File: src/rtl/reg_acc_arb.sv
// ---------------------------------------------------------------------------
// reg_acc_arb
//
// Purpose:
//   Shares the single register-bank access port between two requesters,
//   the SPI slave (slot 0) and the internal master (slot 1). Each slot has
//   a one-deep request buffer. A round-robin arbiter picks a winner, and one
//   access is sequenced at a time through IDLE -> ISSUE -> WAIT -> RESP.
//   The ack, read data and address echo are routed back to the requester
//   that issued the access. Everything runs in the i_clk domain.
//
// Optional feature:
//   REG_ARB_TMO_EN - when defined, a WAIT watchdog aborts an access after
//                    TMO_CYC cycles with no i_reg_ack. The abort returns
//                    data 0 and pulses o_tmo_err. When undefined, WAIT lasts
//                    until i_reg_ack and o_tmo_err stays 0.
//
// Ports:
//   i_clk, i_rst                  clock, synchronous active-high reset
//   i_spi_reg_* / o_spi_reg_*     slot 0 request pulses and response
//   i_int_reg_* / o_int_reg_*     slot 1 request pulses and response
//   o_reg_wen/ren/addr/wdata      register-bank access, strobes 1 cycle
//   i_reg_ack, i_reg_rdata        register-bank completion and read data
//   o_ovf_err[1:0]                per-slot dropped-request pulse
//   o_tmo_err                     timeout abort pulse
// ---------------------------------------------------------------------------
module reg_acc_arb #(
  parameter int REG_AW    = 7,
  parameter int REG_DW    = 8,
  parameter int TMO_CYC   = 255,
  parameter int TMO_CNT_W = 8
) (
  input  logic              i_clk,
  input  logic              i_rst,
  input  logic              i_spi_reg_wen,
  input  logic              i_spi_reg_ren,
  input  logic [REG_AW-1:0] i_spi_reg_addr,
  input  logic [REG_DW-1:0] i_spi_reg_wdata,
  output logic              o_spi_reg_wack,
  output logic              o_spi_reg_rack,
  output logic [REG_DW-1:0] o_spi_reg_data,
  output logic [REG_AW-1:0] o_spi_reg_addr,
  input  logic              i_int_reg_wen,
  input  logic              i_int_reg_ren,
  input  logic [REG_AW-1:0] i_int_reg_addr,
  input  logic [REG_DW-1:0] i_int_reg_wdata,
  output logic              o_int_reg_wack,
  output logic              o_int_reg_rack,
  output logic [REG_DW-1:0] o_int_reg_data,
  output logic [REG_AW-1:0] o_int_reg_addr,
  output logic              o_reg_wen,
  output logic              o_reg_ren,
  output logic [REG_AW-1:0] o_reg_addr,
  output logic [REG_DW-1:0] o_reg_wdata,
  input  logic              i_reg_ack,
  input  logic [REG_DW-1:0] i_reg_rdata,
  output logic [1:0]        o_ovf_err,
  output logic              o_tmo_err
);

  typedef enum logic [1:0] {
    ST_IDLE  = 2'd0,
    ST_ISSUE = 2'd1,
    ST_WAIT  = 2'd2,
    ST_RESP  = 2'd3
  } state_t;

  state_t            state_q, state_d;
  logic              gnt_q, gnt_d;
  logic              lst_q;
  logic              tmo_hit;

  logic [1:0]        slot_vld_q;
  logic [1:0]        slot_wr_q;
  logic [REG_AW-1:0] slot_addr_q  [2];
  logic [REG_DW-1:0] slot_wdata_q [2];

  logic [1:0]        req_pulse;
  logic [1:0]        req_wr;
  logic [REG_AW-1:0] req_addr  [2];
  logic [REG_DW-1:0] req_wdata [2];
  logic [1:0]        slot_rel;
  logic [1:0]        slot_load;
  logic              issue_go;
  logic              resp_go;
  logic [REG_DW-1:0] rsp_data;

  // Wen together with ren counts as a write, so wr simply follows wen.
  assign req_pulse    = {i_int_reg_wen | i_int_reg_ren, i_spi_reg_wen | i_spi_reg_ren};
  assign req_wr       = {i_int_reg_wen, i_spi_reg_wen};
  assign req_addr[0]  = i_spi_reg_addr;
  assign req_addr[1]  = i_int_reg_addr;
  assign req_wdata[0] = i_spi_reg_wdata;
  assign req_wdata[1] = i_int_reg_wdata;

  // A slot is released in its RESP cycle. A new pulse in that same cycle
  // reloads the buffer instead of being treated as an overflow.
  assign slot_rel[0] = (state_q == ST_RESP) && !gnt_q;
  assign slot_rel[1] = (state_q == ST_RESP) &&  gnt_q;
  assign slot_load   = req_pulse & (~slot_vld_q | slot_rel);

  assign issue_go = (state_q == ST_IDLE) && (state_d == ST_ISSUE);
  assign resp_go  = (state_q == ST_WAIT) && (state_d == ST_RESP);
  // Only a timeout abort reaches RESP without an ack, and it returns zero.
  assign rsp_data = i_reg_ack ? i_reg_rdata : '0;

`ifdef REG_ARB_TMO_EN
  logic [TMO_CNT_W-1:0] tmo_cnt_q;

  always_ff @(posedge i_clk) begin
    if (i_rst) begin
      tmo_cnt_q <= '0;
    end else if (state_q == ST_ISSUE) begin
      tmo_cnt_q <= '0;
    end else if (state_q == ST_WAIT) begin
      tmo_cnt_q <= tmo_cnt_q + 1'b1;
    end
  end
`endif

  always_ff @(posedge i_clk) begin
    if (i_rst) begin
      state_q <= ST_IDLE;
      gnt_q   <= 1'b0;
      lst_q   <= 1'b1;
    end else begin
      state_q <= state_d;
      gnt_q   <= gnt_d;
      if (state_q == ST_RESP) begin
        lst_q <= gnt_q;
      end
    end
  end

  // With both slots waiting, the slot that was not served last wins.
  always_comb begin
    state_d = state_q;
    gnt_d   = gnt_q;
    tmo_hit = 1'b0;
    case (state_q)
      ST_IDLE: begin
        if (|slot_vld_q) begin
          state_d = ST_ISSUE;
          gnt_d   = (&slot_vld_q) ? ~lst_q : slot_vld_q[1];
        end
      end
      ST_ISSUE: state_d = ST_WAIT;
      ST_WAIT: begin
        if (i_reg_ack) begin
          state_d = ST_RESP;
        end
`ifdef REG_ARB_TMO_EN
        else if (tmo_cnt_q == TMO_CNT_W'(TMO_CYC - 1)) begin
          state_d = ST_RESP;
          tmo_hit = 1'b1;
        end
`endif
      end
      ST_RESP: state_d = ST_IDLE;
      default: state_d = ST_IDLE;
    endcase
  end

  always_ff @(posedge i_clk) begin
    if (i_rst) begin
      slot_vld_q <= '0;
      slot_wr_q  <= '0;
      o_ovf_err  <= '0;
      for (int k = 0; k < 2; k++) begin
        slot_addr_q[k]  <= '0;
        slot_wdata_q[k] <= '0;
      end
    end else begin
      o_ovf_err <= req_pulse & slot_vld_q & ~slot_rel;
      for (int k = 0; k < 2; k++) begin
        if (slot_load[k]) begin
          slot_vld_q[k]   <= 1'b1;
          slot_wr_q[k]    <= req_wr[k];
          slot_addr_q[k]  <= req_addr[k];
          slot_wdata_q[k] <= req_wdata[k];
        end else if (slot_rel[k]) begin
          slot_vld_q[k] <= 1'b0;
        end
      end
    end
  end

  // Bank address/data are loaded with the strobe and then held.
  always_ff @(posedge i_clk) begin
    if (i_rst) begin
      o_reg_wen   <= 1'b0;
      o_reg_ren   <= 1'b0;
      o_reg_addr  <= '0;
      o_reg_wdata <= '0;
    end else begin
      o_reg_wen <= 1'b0;
      o_reg_ren <= 1'b0;
      if (issue_go) begin
        o_reg_wen   <=  slot_wr_q[gnt_d];
        o_reg_ren   <= ~slot_wr_q[gnt_d];
        o_reg_addr  <=  slot_addr_q[gnt_d];
        o_reg_wdata <=  slot_wdata_q[gnt_d];
      end
    end
  end

  // Response data/addr hold until the next response for the same slot.
  always_ff @(posedge i_clk) begin
    if (i_rst) begin
      o_spi_reg_wack <= 1'b0;
      o_spi_reg_rack <= 1'b0;
      o_spi_reg_data <= '0;
      o_spi_reg_addr <= '0;
      o_int_reg_wack <= 1'b0;
      o_int_reg_rack <= 1'b0;
      o_int_reg_data <= '0;
      o_int_reg_addr <= '0;
      o_tmo_err      <= 1'b0;
    end else begin
      o_spi_reg_wack <= 1'b0;
      o_spi_reg_rack <= 1'b0;
      o_int_reg_wack <= 1'b0;
      o_int_reg_rack <= 1'b0;
      o_tmo_err      <= 1'b0;
      if (resp_go) begin
        o_tmo_err <= tmo_hit;
        if (!gnt_q) begin
          o_spi_reg_wack <=  slot_wr_q[0];
          o_spi_reg_rack <= ~slot_wr_q[0];
          o_spi_reg_data <=  rsp_data;
          o_spi_reg_addr <=  slot_addr_q[0];
        end else begin
          o_int_reg_wack <=  slot_wr_q[1];
          o_int_reg_rack <= ~slot_wr_q[1];
          o_int_reg_data <=  rsp_data;
          o_int_reg_addr <=  slot_addr_q[1];
        end
      end
    end
  end

endmodule

File: config.mk
export PLATFORM = sky130hd
export DESIGN_NAME = reg_acc_arb
export DESIGN_NICKNAME = d
export VERILOG_FILES = /design/src/rtl/reg_acc_arb.sv
export SDC_FILE = /design/constraint.sdc
export NUM_CORES = 1
export LEC_CHECK = 0
export CORE_ASPECT_RATIO = 2
export CORE_MARGIN = 2
export CORE_UTILIZATION = 36
export DETAILED_ROUTE_END_ITERATION = 8
export GPL_TIMING_DRIVEN = 0
export SLEW_MARGIN = 20
export SYNTH_ARGS = -nofsm -noshare
export SYNTH_HDL_FRONTEND = slang
export SYNTH_SLANG_ARGS = --single-unit
File: constraint.sdc
create_clock -name i_clk -period 2.4 [get_ports i_clk]
set_input_delay 0.36 -clock i_clk [delete_from_list [all_inputs] [get_ports i_clk]]
set_output_delay 0.36 -clock i_clk [all_outputs]
set_load 0.02 [all_outputs]
# Word level (Yosys, flattened, before mapping)

Memories as Yosys holds them, arrays and structs flattened. A register that Yosys moved wholly into a read port is not among the register bits.
Index checks and enable logic that the tools add are counted.

Memories kept: 2
Register bits: 32
Memory bits (writable): 30
Word-level logic and storage cells: 83

Equality and inequality tests: 5
Reductions and logical operators: 15
Magnitude comparators: 1
Bitwise logic cells: 19
Mux-type cells: 25

Memory list:

| memory       | depth | bits a word | read ports | clocked after memory_dff | wr ports | line | source |
|---|---|---|---|---|---|---|---|
| slot_wdata_q | 2     | 8           | 1          | 1                        | 2        | 76   | `logic [REG_DW-1:0] slot_wdata_q [2];` |
| slot_addr_q  | 2     | 7           | 3          | 3                        | 2        | 75   | `logic [REG_AW-1:0] slot_addr_q [2];` |

Operators with widths:

| kind                 | number |
|---|---|
| $mux W8              | 3 |
| $mux W1              | 17 |
| $mux W7              | 2 |
| $pmux W2 S4          | 1 |
| $not A1 Y1           | 7 |
| $and A2 B2 Y2        | 3 |
| $eq A2 B2 Y1 const B | 3 |
| $or A1 B1 Y1         | 6 |
| $reduce_and A2 Y1    | 3 |
| $reduce_or A3 Y1     | 2 |
| $eq A2 B1 Y1 const B | 2 |
| $logic_and A1 B1 Y1  | 4 |
| $mux W2              | 2 |
| $not A2 Y2           | 2 |
| $reduce_bool A2 Y1   | 2 |
| $reduce_or A2 Y1     | 2 |
| $logic_not A2 Y1     | 1 |
| $lt A1 B2 Y1 const B | 1 |
| $or A2 B2 Y2         | 1 |
| $logic_not A1 Y1     | 1 |

# Depth between registers and ports, before layout

Word-level depth: 8
Depth in mapped cells: 8
Gate-level depth less buffers: 6

# Worst setup path after synthesis

No wires, ideal clock.

Path type: register to register
Start point: register state_q[0]
End point: register o_spi_reg_addr[0], read port of slot_addr_q
Setup time: 128 ps
Path slack: 332 ps
Arrival time: 1941 ps
Cell stages (with the launch flop): 8
Path through: dfxtp_1 > inv_1 > ha_1 > nor4b_2 > a2111oi_4 > buf_8 > mux2i_1 > nor2_1

Word-level cells in the longest chain between the ends: 5
Elaborated cells between the ends (all ways): 10

RTL lines:

| item                                 | line | source |
|---|---|---|
| start: declaration                   | 68   | `state_t state_q, state_d;` |
| start signal: assignment             | 127  | `state_q <= state_d;` |
| $eq A2 B2 Y1 (tied with other cells) | 140  | `case (state_q)` |
| $pmux W2 S4                          | 140  |  |
| $eq A2 B2 Y1                         | 103  | `assign resp_go = (state_q == ST_WAIT) && (state_d == ST_RESP);` |
| $logic_and A1 B1 Y1 *                | 103  |  |
| $reduce_and A2 Y1 (no line) *        | --   |  |
| end: declaration                     | 42   | `output logic [REG_AW-1:0] o_spi_reg_addr,` |

Mark *: on every way between the ends. The rest lies on a longest branch, timed or not.
A chain may end at the register's enable or synchronous reset.

# Worst setup path in the final report

Start point: register state_q[0]
End point: register o_int_reg_addr[1], read port of slot_addr_q

Word-level cells in the longest chain between the ends: 5
Elaborated cells between the ends (all ways): 10

RTL lines:

| item                                 | line | source |
|---|---|---|
| $eq A2 B2 Y1 (tied with other cells) | 140  |  |
| $pmux W2 S4                          | 140  |  |
| $eq A2 B2 Y1                         | 103  |  |
| $logic_and A1 B1 Y1 *                | 103  |  |
| $reduce_and A2 Y1 (no line) *        | --   |  |
| end: declaration                     | 50   | `output logic [REG_AW-1:0] o_int_reg_addr,` |

Marked as above.

==> impl.org <==
** Run status
- The flow ran to the end, and the final reports show no timing, DRC or antenna violations.

** Synth
- Net count after synthesis :: 373
- Of all cell types, the one taking the most synthesized area is sky130_fd_sc_hd__dfxtp_1.
- The most used flip-flop cell after synthesis is sky130_fd_sc_hd__dfxtp_1.
- Number of warnings printed during yosys synthesis :: 0
- Counting distinct cell types in the post-synthesis netlist gives 35.
- Number of enable-type register cells in the synthesized netlist :: 30
- The average instance in the mapped netlist occupies 10.97 sq um.
- Seq cells post-synth :: 91
- The cell area that synthesis handed to floorplanning was 0.003555 sq mm.
- Ranking of synthesized cells by area :: sky130_fd_sc_hd__dfxtp_1 (34%), sky130_fd_sc_hd__edfxtp_1 (25%), sky130_fd_sc_hd__mux2i_1 (8.7%), sky130_fd_sc_hd__and2_1 (6.7%), sky130_fd_sc_hd__nor2_1 (5.4%)
- The share of synthesized area in the top cell type comes to 0.3435.
- In the synthesized netlist, the number of instances is 324.
- Sequential fraction of the synthesis area :: 0.5970
- Counting flops with an async set or reset pin after synthesis yields a share of 0.

** Routing
- Vias per cell :: 4.660
- Across all layers, the routed design uses 2656 vias.
- Avg WL per Cell :: 14.83 microns
- Violation count after the first detailed-route iteration :: 94
- After detailed routing, the total wire length is 8452 microns.
- Detailed Routing Iterations Pass 1 :: 4
- The count of nets left with antenna violations once routing finished came out at 0.
- Drt drc :: 0

** Setup path
- CP peak stage delay :: 0.43 ns
- The worst setup path is launched from a register.
- Tracing the worst setup path back leads to its startpoint at state_q[0].
- Nature of the critical path endpoint :: register
- Number of cells on the critical path :: 8
- Cell type with the highest occurrence count on the critical path :: sky130_fd_sc_hd__buf_2
- Total buffers and inverters traversed by the critical path :: 3
- Required time of the critical path :: 2.60 ns
- Slowest CP cell :: sky130_fd_sc_hd__dfxtp_1
- The setup path with the least slack is of type register to register.
- Data arrival at the endpoint of the critical path :: 2.50 ns
- Startpoint of the lowest-slack register-to-register path :: state_q[0]
- Slack of the worst reg-to-reg path :: 0.10 ns
- Grouping stages by cell kind, the critical path spends the most delay in buffers and inverters.
- Worst-path cell chain :: inv_1 > ha_1 > nor4b_2 > a211oi_1 > buf_2 > buf_2 > mux2i_1 > nor2_1
- The worst register-to-register path has a depth of 8.
- Termination of the worst setup path :: o_int_reg_addr[1]
- Largest fanout on the critical path :: 10
- Reg-to-reg critical path endpoint :: o_int_reg_addr[1]

** Power
- IR analysis of the VDD net gives a maximum drop of 0.4928 mV.
- Dividing total power by cell area gives a power density of 937.3 mW/mm^2.
- Overall power consumption after layout is estimated at 4.708 mW.
- Static leakage :: 1.824 nW

** Clock network
- Worst-skew pair later-pin latency :: 0.34 ns
- CTS tree :: yes
- Hold repair after CTS inserted 0 buffers.
- Longest Clk Path Bufs :: 2
- H-tree Lvls :: 3
- Clock-pin slew on the worst setup and hold paths :: 0.06 ns
- The tree is rooted in a sky130_fd_sc_hd__clkbuf_16.
- Clock tree synthesis found a total of 91 sinks.
- Buffers inserted during clock tree synthesis total 9.

** Layout
- 0 antenna diodes ended up in the layout.
- Post-Layout Inst Area :: 0.005024 sq mm
- In the final layout, the share of cells above drive strength 1 is 0.06849.
- NumNets Final :: 482
- Synth-to-layout area growth :: 41.32%

** Timing
- Transition at the pin with the smallest max-transition slack :: 0.8050 ns
- The count of pins over their slew limit was 0.
- Clock skew on the completed layout was measured at 0.007067 ns.
- Achievable frequency :: 435.2 MHz
- The number of failing hold endpoints at the final stage is 0.
- In this run the tightest slew margin relative to its limit is 0.4633.
- Setup repair after global routing left no endpoint under its margin.
- The clock period could shrink to 2.298 ns.
- Final Cycle Share :: 0.9574
- Final setup violating endpoints :: 0

** Place
- Post-place instance area :: 0.004681 sq mm
- Placer congestion estimate :: 0.7403
- Post-detailed-placement half-perimeter wirelength :: 6409 microns
- Port Buffers :: 96

** Floorplanning
- Number of top-level pins :: 99
- The core region is 0.009699 sq mm.
- Number of core rows :: 51
- Die Area :: 0.01073 sq mm
- DIE HEIGHT :: 144.5 microns
- Starting utilization of the core area :: 0.3665
- Overall die width :: 74.27 microns

** GRT
- Across every metal layer, demand over resource in global routing totals 0.1700.
- Antenna violations before repair :: 0
- Entering global routing, the biggest net connects 16 pins.
- The number of global-route vias before repair is 2694.
- The first global-routing pass estimated 13300 microns of wire.
- After global routing the overflow that remains totals 0.

** Run
- # Max-Cap Violations :: 0

** Worst hold path
- The worst hold path passes through 2 cells.
- Hold Path Class :: input port to register
## layout by cell type (no fill, tap or decap), types with 4 or more instances in the layout
master / synthesis / final
sky130_fd_sc_hd__a311oi_1: 15 / 15
sky130_fd_sc_hd__clkbuf_16: 0 / 9
sky130_fd_sc_hd__inv_1: 5 / 5
sky130_fd_sc_hd__clkdlybuf4s50_1: 0 / 96
sky130_fd_sc_hd__nand2_1: 35 / 35
sky130_fd_sc_hd__nor2_1: 51 / 51
sky130_fd_sc_hd__dfxtp_1: 61 / 61
sky130_fd_sc_hd__clkbuf_1: 14 / 14
sky130_fd_sc_hd__mux2i_1: 31 / 31
sky130_fd_sc_hd__a21oi_1: 4 / 4
sky130_fd_sc_hd__and2_1: 38 / 38
sky130_fd_sc_hd__edfxtp_1: 30 / 30
sky130_fd_sc_hd__ha_1: 4 / 4
## where the power goes
part	internal (mW)	total, mW	switching (mW)
registers	1.78	1.89	0.110
clock network	0.970	1.52	0.546
logic	0.550	1.30	0.750
## how the worst min path moves through the flow
stage	startpoint	end	slack, ns
2_1_floorplan	slot_wr_q[1]	o_int_reg_rack	0.44
3_3_place_gp	lst_q	lst_q	0.46
3_5_place_dp	lst_q	lst_q	0.47
4_1_cts	i_rst	state_q[0]	0.43
5_1_grt	i_rst	state_q[0]	0.49
6_report	i_rst	state_q[0]	0.44
## logic make-up (layout without fill, tap and decap cells)
kind of cell / Yosys count / in the layout / synth area share
and+or+nand+nor: 139 / 139 / 0.1897
adders and majority gates: 4 / 4 / 0.01408
muxes: 31 / 31 / 0.08729
other: 1 / 1 / 0.001055
DFF: 91 / 91 / 0.5970
AOI/OAI and AO/OA: 34 / 34 / 0.08026
buffers and inverters: 24 / 138 / 0.03062
## timing repair
item	in CTS	in global routing
setup endpoints to repair	8	15
resized for setup	0	6
setup buffers	2	0
cloned	0	0
pin swaps	1	0
## stage by stage
| stage | setup WS, ns | setup TNS [ns] | cells | hold WS, ns | util |
|---|---|---|---|---|---|
| final | 0.1023 | 0 | 570 | 0.4429 | 0.5179 |
| after global placement | -0.3508 | -5.864 | 552 | 0.4555 | 0.4826 |
| after floorplan | 0.3316 | 0 | 324 | 0.4356 | - |
| after global routing | 0.001963 | 0 | 570 | 0.4901 | 0.5179 |
| after CTS | 0.08534 | 0 | 570 | 0.4296 | 0.5175 |
| after detailed placement | -0.3498 | -6.957 | 552 | 0.4672 | 0.4826 |
## registers in the layout, summed over array words and instances (netlist names), 7 cells and up
register and count:
o_int_reg_addr 7, o_reg_wdata 8, o_reg_addr 7, o_int_reg_data 8, o_spi_reg_data 8, slot_wdata_q 16, o_spi_reg_addr 7, slot_addr_q 14
## synthesized netlist by cell type, types with 2 or more instances
cell and count:
sky130_fd_sc_hd__dfxtp_1 61, sky130_fd_sc_hd__clkbuf_1 14, sky130_fd_sc_hd__mux2i_1 31, sky130_fd_sc_hd__ha_1 4
sky130_fd_sc_hd__nand2_1 35, sky130_fd_sc_hd__nand2b_1 3, sky130_fd_sc_hd__a22oi_1 2, sky130_fd_sc_hd__nor2b_1 2
sky130_fd_sc_hd__and3b_1 3, sky130_fd_sc_hd__o21ai_0 3, sky130_fd_sc_hd__a311oi_1 15, sky130_fd_sc_hd__a21oi_1 4
sky130_fd_sc_hd__edfxtp_1 30, sky130_fd_sc_hd__buf_2 3, sky130_fd_sc_hd__nor3_1 2, sky130_fd_sc_hd__inv_1 5
sky130_fd_sc_hd__a211oi_1 2, sky130_fd_sc_hd__nor2_1 51, sky130_fd_sc_hd__and2_1 38
## cell type report
cell class	instances	area, sq um
clock buffers	14	264.0
flip-flops and latches	91	2122
repair buffers	98	975.9
plain buffers	19	93.84
multi-input cells	209	1324
clock inverters	2	60.06
inverters	5	18.77
fillers	915	4676
well taps	132	165.2
## per-layer routing
metal / GRT usage / vias to the layer above / routed length, microns / part of all wire
met5: 0 / - / 0 / 0
met4: 0.07707 / 0 / 178 / 0.021
met3: 0.04042 / 11 / 333 / 0.039
met2: 0.3172 / 70 / 4882 / 0.58
met1: 0.1716 / 1250 / 3058 / 0.36
li1: - / 1325 / - / -
Power figures use the tool's default switching activity.
